<file path="src/rtl/sixteenbit_serial_sub.sv">
// sixteenbit_serial_sub: 16-bit unsigned subtractor that walks the operands
// one nibble per clock (LSB nibble first) using X + ~Y + carry, with the
// carry seeded by ~Bin. Results land in Diff/Bout in the same edge that
// leaves RUN. The operands are captured once at start, so later changes on
// X/Y/Bin do not reach a running operation.
module sixteenbit_serial_sub (
    input  logic        clk,
    input  logic        rst,
    input  logic        start,
    input  logic [15:0] X,
    input  logic [15:0] Y,
    input  logic        Bin,
    output logic        busy,
    output logic        done,
    output logic [15:0] Diff,
    output logic        Bout
);

    typedef enum logic [1:0] {
        IDLE = 2'd0,
        RUN  = 2'd1,
        DONE = 2'd2
    } state_t;

    state_t      state_r;
    logic [1:0]  cnt_r;
    logic        carry_r;
    logic [15:0] x_r;
    logic [15:0] y_r;
    logic [15:0] res_r;

    logic [3:0]  x_nib_s;
    logic [3:0]  y_nib_s;
    logic [4:0]  sum_s;
    logic [15:0] res_next_s;
    logic        last_nib_s;

    // Pick nibble k of a 16-bit word; an out-of-range index yields zero.
    function automatic logic [3:0] get_nibble(input logic [15:0] word, input logic [1:0] k);
        logic [3:0] nib;
        case (k)
            2'd0:    nib = word[3:0];
            2'd1:    nib = word[7:4];
            2'd2:    nib = word[11:8];
            2'd3:    nib = word[15:12];
            default: nib = 4'h0;
        endcase
        return nib;
    endfunction

    // Replace nibble k of a 16-bit word with a new value.
    function automatic logic [15:0] put_nibble(input logic [15:0] word, input logic [1:0] k,
                                               input logic [3:0] nib);
        logic [15:0] w;
        w = word;
        case (k)
            2'd0:    w[3:0]   = nib;
            2'd1:    w[7:4]   = nib;
            2'd2:    w[11:8]  = nib;
            2'd3:    w[15:12] = nib;
            default: w = word;
        endcase
        return w;
    endfunction

    // One nibble of X + ~Y + carry for the current count, and the result
    // word as it will look once that nibble is written back.
    always_comb begin
        x_nib_s    = get_nibble(x_r, cnt_r);
        y_nib_s    = get_nibble(y_r, cnt_r);
        sum_s      = {1'b0, x_nib_s} + {1'b0, ~y_nib_s} + {4'b0000, carry_r};
        res_next_s = put_nibble(res_r, cnt_r, sum_s[3:0]);
        if (cnt_r == 2'd3) begin
            last_nib_s = 1'b1;
        end else begin
            last_nib_s = 1'b0;
        end
    end

    // Control FSM plus datapath registers; busy/done are registered so they
    // track the state exactly (busy in RUN, done in DONE).
    always_ff @(posedge clk) begin
        if (rst) begin
            state_r <= IDLE;
            cnt_r   <= 2'd0;
            carry_r <= 1'b0;
            x_r     <= 16'h0000;
            y_r     <= 16'h0000;
            res_r   <= 16'h0000;
            busy    <= 1'b0;
            done    <= 1'b0;
            Diff    <= 16'h0000;
            Bout    <= 1'b0;
        end else begin
            case (state_r)
                IDLE, DONE: begin
                    done <= 1'b0;
                    if (start) begin
                        x_r     <= X;
                        y_r     <= Y;
                        carry_r <= ~Bin;
                        cnt_r   <= 2'd0;
                        state_r <= RUN;
                        busy    <= 1'b1;
                    end else begin
                        state_r <= IDLE;
                        busy    <= 1'b0;
                    end
                end
                RUN: begin
                    res_r   <= res_next_s;
                    carry_r <= sum_s[4];
                    cnt_r   <= cnt_r + 2'd1;
                    if (last_nib_s) begin
                        state_r <= DONE;
                        busy    <= 1'b0;
                        done    <= 1'b1;
                        Diff    <= res_next_s;
                        Bout    <= ~sum_s[4];
                    end else begin
                        state_r <= RUN;
                        busy    <= 1'b1;
                        done    <= 1'b0;
                    end
                end
                default: begin
                    state_r <= IDLE;
                    busy    <= 1'b0;
                    done    <= 1'b0;
                end
            endcase
        end
    end

endmodule

</file>
<file path="config.mk">
export PLATFORM = sky130hd
export DESIGN_NAME = sixteenbit_serial_sub
export DESIGN_NICKNAME = d
export VERILOG_FILES = /design/src/rtl/sixteenbit_serial_sub.sv
export SDC_FILE = /design/constraint.sdc
export NUM_CORES = 1
export LEC_CHECK = 0
export ABC_AREA = 1
export BUFFER_PORTS_ARGS = -buffer_cell sky130_fd_sc_hd__buf_2
export CAP_MARGIN = 10
export CORE_MARGIN = 2
export CORE_UTILIZATION = 33
export CTS_CLUSTER_SIZE = 24
export DETAILED_ROUTE_END_ITERATION = 10
export PLACE_DENSITY = 0.62
export SYNTH_ARGS = -nofsm -noshare
export SYNTH_HDL_FRONTEND = slang
export SYNTH_SLANG_ARGS = --single-unit
</file>
<file path="constraint.sdc">
create_clock -name clk -period 2.99 [get_ports clk]
set_input_delay 0.299 -clock clk [delete_from_list [all_inputs] [get_ports clk]]
set_output_delay 0.299 -clock clk [all_outputs]
set_load 0.01 [all_outputs]
</file>
# Word level (Yosys, flattened, before mapping)
# Index checks and enable logic that the tools add are counted.
# word_totals
register_bits	72
input_bits	36
wordCells	49
# op_classes
add_sub_neg	3
n_eq_ne	6
mux	18
bitwise_logic	4
reduce_logical	8
# op_table
op	n
one-hot mux 4 bit (4 select lines)	2
2-to-1 mux 4 bit	4
one-hot mux 2 bit (2 select lines)	2
== test 2 bit, second input constant	3
2-to-1 mux 1 bit	6
AND reduction 2 bit	3
adder 4 x 4 -> 5 bit	1
adder 5 x 1 -> 5 bit	1
== test 2 x 1 -> 1 bit, second input constant	2
zero test 2 bit	2
2-to-1 mux 2 bit	2
NOT 4 bit	1
one-hot mux 1 bit (2 select lines)	2
OR reduction 2 bit	2
NOT 1 bit	3
adder 2 x 1 -> 2 bit, second input constant	1
!= test 2 bit, second input constant	1
nonzero test 2 bit	1

# Depth between registers and ports, before layout
# logic_depth
word_depth	6
mapped_depth	15

# Worst setup path after synthesis
# No wires, ideal clock.
# synth_timing
kind	flip-flop to flip-flop
startpoint	reg cnt_r[0]
endpoint	reg res_r[10]
setup_ns	0.115
arrival_time_ns	2.416
required_ns	2.875
slack_ns	0.459
stages_incl_launch_ff	14
path_buffers	1
period_less_slack_ns	2.531
cell_sequence	dfxtp_1 -> inv_1 -> ha_1 -> inv_1 -> clkbuf_1 -> nor2_1 -> a31oi_1 -> fa_1 -> inv_1 -> fa_1 -> xnor2_1 -> o21ai_0 -> o21ai_0 -> inv_1
# synth_between
elab_chain_len	6
# synth_lines
element	line	text
from (decl)	26	logic [1:0] cnt_r;
from (signal assigned)	113	cnt_r <= cnt_r + 2'd1;
== test 2 bit (tied with other cells)	41	case (k)
one-hot mux 4 bit (4 select lines)	41	
NOT 4 bit	71	sum_s = {1'b0, x_nib_s} + {1'b0, ~y_nib_s} + {4'b0000, carry_r};
adder 4 x 4 -> 5 bit	71	
adder 5 x 1 -> 5 bit	71	
2-to-1 mux 4 bit *	56	case (k)
to (signal assigned)	111	res_r <= res_next_s;
to (decl)	30	logic [15:0] res_r;
# Every way passes the cells marked *; elsewhere a longest branch is shown, timed or not.
# A chain may end at the register's enable or synchronous reset.

# Worst setup path in the final report
# layout_timing
startpoint	reg cnt_r[0]
endpoint	reg res_r[2]
# layout_between
elab_chain_len	6
# layout_lines
element	line
== test 2 bit (tied with other cells)	41
one-hot mux 4 bit (4 select lines)	41
NOT 4 bit	71
adder 4 x 4 -> 5 bit	71
adder 5 x 1 -> 5 bit	71
2-to-1 mux 4 bit *	56
# Marked as above.

==> results.md <==
* Outcome: completed
* Post-synth top area share at 46.15%
* Via-per-instance ratio at 4.747
* Clock Pin Slew Worst Setup and Hold Paths at 0.07 ns
* Layout cells sized above 1 at 18.49%
* Initial Utilization at 33.66%
* CP dominant cell by count: inv_1
* Top_reg_cell synth: dfxtp_1
* Crit path buffers/inverters at 4
* Total Routed Length at 6.766 mm
* Hold crit path type: in -> reg
* Met3 Track Usage GR at 3.865%
* Worst Hold Path EP: y_r[13]$_SDFFE_PP0P_
* Top Ports at 55
* DRT iter0 DRCs at 50
* CTS Buf Count at 9
* Leak at 1.588 nW
* Syn nets at 433
* Ant. Diodes at 0
* Initial antenna violation count at 0
* Largest net degree at the start of global routing at 52
* Synth warnings at 0
* Clock Path Buffers at 2
* Vias at 2592
* Syn Area/Cell at 7.510 sq um
* Crit path kind: reg -> reg
* Worst-path cell chain: inv_1 -> ha_1 -> inv_1 -> nand2_1 -> o22ai_1 -> fa_1 -> inv_1 -> fa_1 -> xnor2_2 -> o21ai_0 -> o21ai_0 -> inv_1
* Critical path arrival at 2.88 ns
* Startpoint class of the critical path: register
* CP Max Fanout at 7
* RSZ-0062 raised after global routing: false
* M1 GR Usage at 17.87%
* DP HPWL at 4.891 mm
* Worst reg-to-reg path cell count at 12
* Hold Slack at 0.2070 ns
* Count leader, synth: nor2_1
* Post-Syn Area at 2907 sq um
* Total Neg Setup Slack at 0 ns
* Number of flops mapped to enable cells by yosys at 0
* Unique cell type count in the Yosys netlist at 25
* Chip Width at 97.85 microns
* Most common library cells after synthesis: nor2_1 (81), dfxtp_1 (67), o21ai_0 (54)
* Port-buffer cells at 54
* GP Congestion at 0.9020
* DRT antenna net count at 0
* Max Cap Viol at 0
* CTS Hold Bufs at 0
* First drt pass iteration count at 4
* Synth Instances at 387
* Tmin final at 2.635 ns
* R2R Path End: res_r[2]$_SDFFE_PP0N_
* CP max stage delay at 0.42 ns
* Clk sinks at 67
* Synth-to-layout area growth at 17.43%
* Worst path top cell family by delay: adder cells
* Post-synthesis sequential area ratio at 46.15%
* Finish-stage setup viols at 0
* Setup Skew at 0.008737 ns
* Yosys reg bits at 67
* Reg2reg setup slack at 0.36 ns
* CTS tree: yes
* Largest area contributor in the netlist: dfxtp_1
* Top Usage Layer GRT: met2
* Worst Max-Slew Pin Slew at 0.9195 ns
* H-tree lvl count at 3
* Num rows at 34
* Pwr dens at 598.2 nW/um^2
* Fmax at 379.6 MHz
* Ys async rst share at 0%
* Die footprint at 9575 sq um
* Wire length per cell at 12.39 microns
* Top cells by area, synth: dfxtp_1 (46%), nor2_1 (10%), o21ai_0 (9.3%)
* CP required at 3.23 ns
* Skew-Pair Late Insertion Delay at 0.34 ns
* Met2 Use GR at 24.87%
* Fin. max-slew vios at 0
* GRT Overall Usage at 15.07%
* Worst path slowest cell: fa_1
* Global route overflow at 0
* Tcrit/Tclk final at 88.12%
* First-pass GRT wire length at 11.66 mm
* Die Y at 97.85 microns
* Vias in the first global route at 2555
* Fill cells at 917
* Rel. slew slack at 38.64%
* Hold path cells at 3
* CTS root buffer: clkbuf_8
* Critical R2R Launch: cnt_r[0]$_SDFFE_PP0P_
* Final hold vios at 0
* Worst hold start: Y[13]
* Nets@finish at 483
* CP endpoint kind: register
* DRC viols at 0
* Max VDD drop at 0.2139 mV
* Core area at 8636 sq um
[how the worst max path moves through the flow]
stage / slack [ns] / depth (start not counted) / from / end
4_1_cts: 0.15 / 11 / cnt_r[0]$_SDFFE_PP0P_ / res_r[2]$_SDFFE_PP0N_
5_1_grt: 0.01 / 12 / cnt_r[0]$_SDFFE_PP0P_ / res_r[2]$_SDFFE_PP0N_
3_3_place_gp: 0.36 / 11 / cnt_r[0]$_SDFFE_PP0P_ / res_r[6]$_SDFFE_PP0N_
3_5_place_dp: 0.16 / 11 / cnt_r[0]$_SDFFE_PP0P_ / res_r[2]$_SDFFE_PP0N_
6_report: 0.36 / 12 / cnt_r[0]$_SDFFE_PP0P_ / res_r[2]$_SDFFE_PP0N_
2_1_floorplan: 0.46 / 13 / cnt_r[0]$_SDFFE_PP0P_ / res_r[10]$_SDFFE_PP0N_
[cell type report]
type,instances,area (sq um),area share (%)
Inverter,36,135.1,3.959
Timing Repair Buffer,60,315.3,9.238
Multi-Input combinational cell,263,1331,39.00
Clock buffer,12,155.1,4.545
Tap cell,108,135.1,3.959
Sequential cell,67,1341,39.30
[stage by stage]
stage	setup slack, ns	instances	cell area, sq um	power [mW]	utilization, %
CTS	0.1489	545	3396	2.041	39.32
floorplan	0.4585	387	2907	1.291	-
global route	0.01246	546	3413	2.160	39.52
detailed placement	0.1607	533	3241	1.406	37.53
finish	0.3553	546	3413	2.042	39.52
global placement	0.3612	533	3241	1.394	37.53
[worst register-to-register path, cell delays in order (launching register included)]
cell     delay, ns
dfxtp_1       0.41
inv_1         0.11
ha_1          0.26
inv_1         0.18
nand2_1       0.08
o22ai_1       0.20
fa_1          0.20
inv_1         0.06
fa_1          0.42
xnor2_2       0.24
o21ai_0       0.15
o21ai_0       0.15
inv_1         0.06
[per-layer routing]
metal | vias up | share of wire [%]
met1 | 1158 | 47
met2 | 57 | 46
li1 | 1360 | -
met3 | 17 | 4.4
met4 | 0 | 2.6
met5 | - | 0
[flip-flops by register name, summed over array words and instances (netlist names)]
register and cells:
Bout 1, Diff 16, carry_r 1, cnt_r 2, done 1, res_r 12, state_r 2, x_r 16
y_r 16
[cells by family (layout without fill, tap and decap cells)]
logic type      after synthesis  count (layout)  synth area share, %
compound gates              101             101                19.07
xor+xnor                      1               1               0.3014
fa+ha+maj                    10              10                4.822
buf+inv                      57             108                8.394
flops                        67              67                46.15
simple gates                151             151                21.27
[where the power goes]
part	internal (mW)	switching (mW)	total, mW
sequential	0.952	0.0333	0.985
combinational	0.164	0.256	0.420
clock	0.328	0.308	0.637
[cell usage in the layout, fill, tap and decap left out, types with 3 or more instances in the layout]
| cell type | netlist | layout |
|---|---|---|
| nand3_1 | 18 | 18 |
| dfxtp_1 | 67 | 67 |
| clkbuf_8 | 0 | 11 |
| o21ai_0 | 54 | 54 |
| nor2_1 | 81 | 81 |
| inv_1 | 32 | 32 |
| a31oi_1 | 4 | 4 |
| a22o_1 | 4 | 4 |
| a21oi_1 | 22 | 22 |
| buf_4 | 3 | 6 |
| nand2_1 | 48 | 48 |
| inv_2 | 4 | 4 |
| ha_1 | 8 | 7 |
| o21bai_1 | 3 | 3 |
| buf_2 | 9 | 54 |
| o22ai_1 | 5 | 5 |
| o21ai_1 | 3 | 3 |
| a211oi_1 | 5 | 5 |
[repair_timing]
item,4_1_cts,5_1_grt
setup endpoints to repair,0,6
buffers inserted,0,1
gates resized for setup,0,2
No activity file was read; power rests on OpenSTA's default activity.
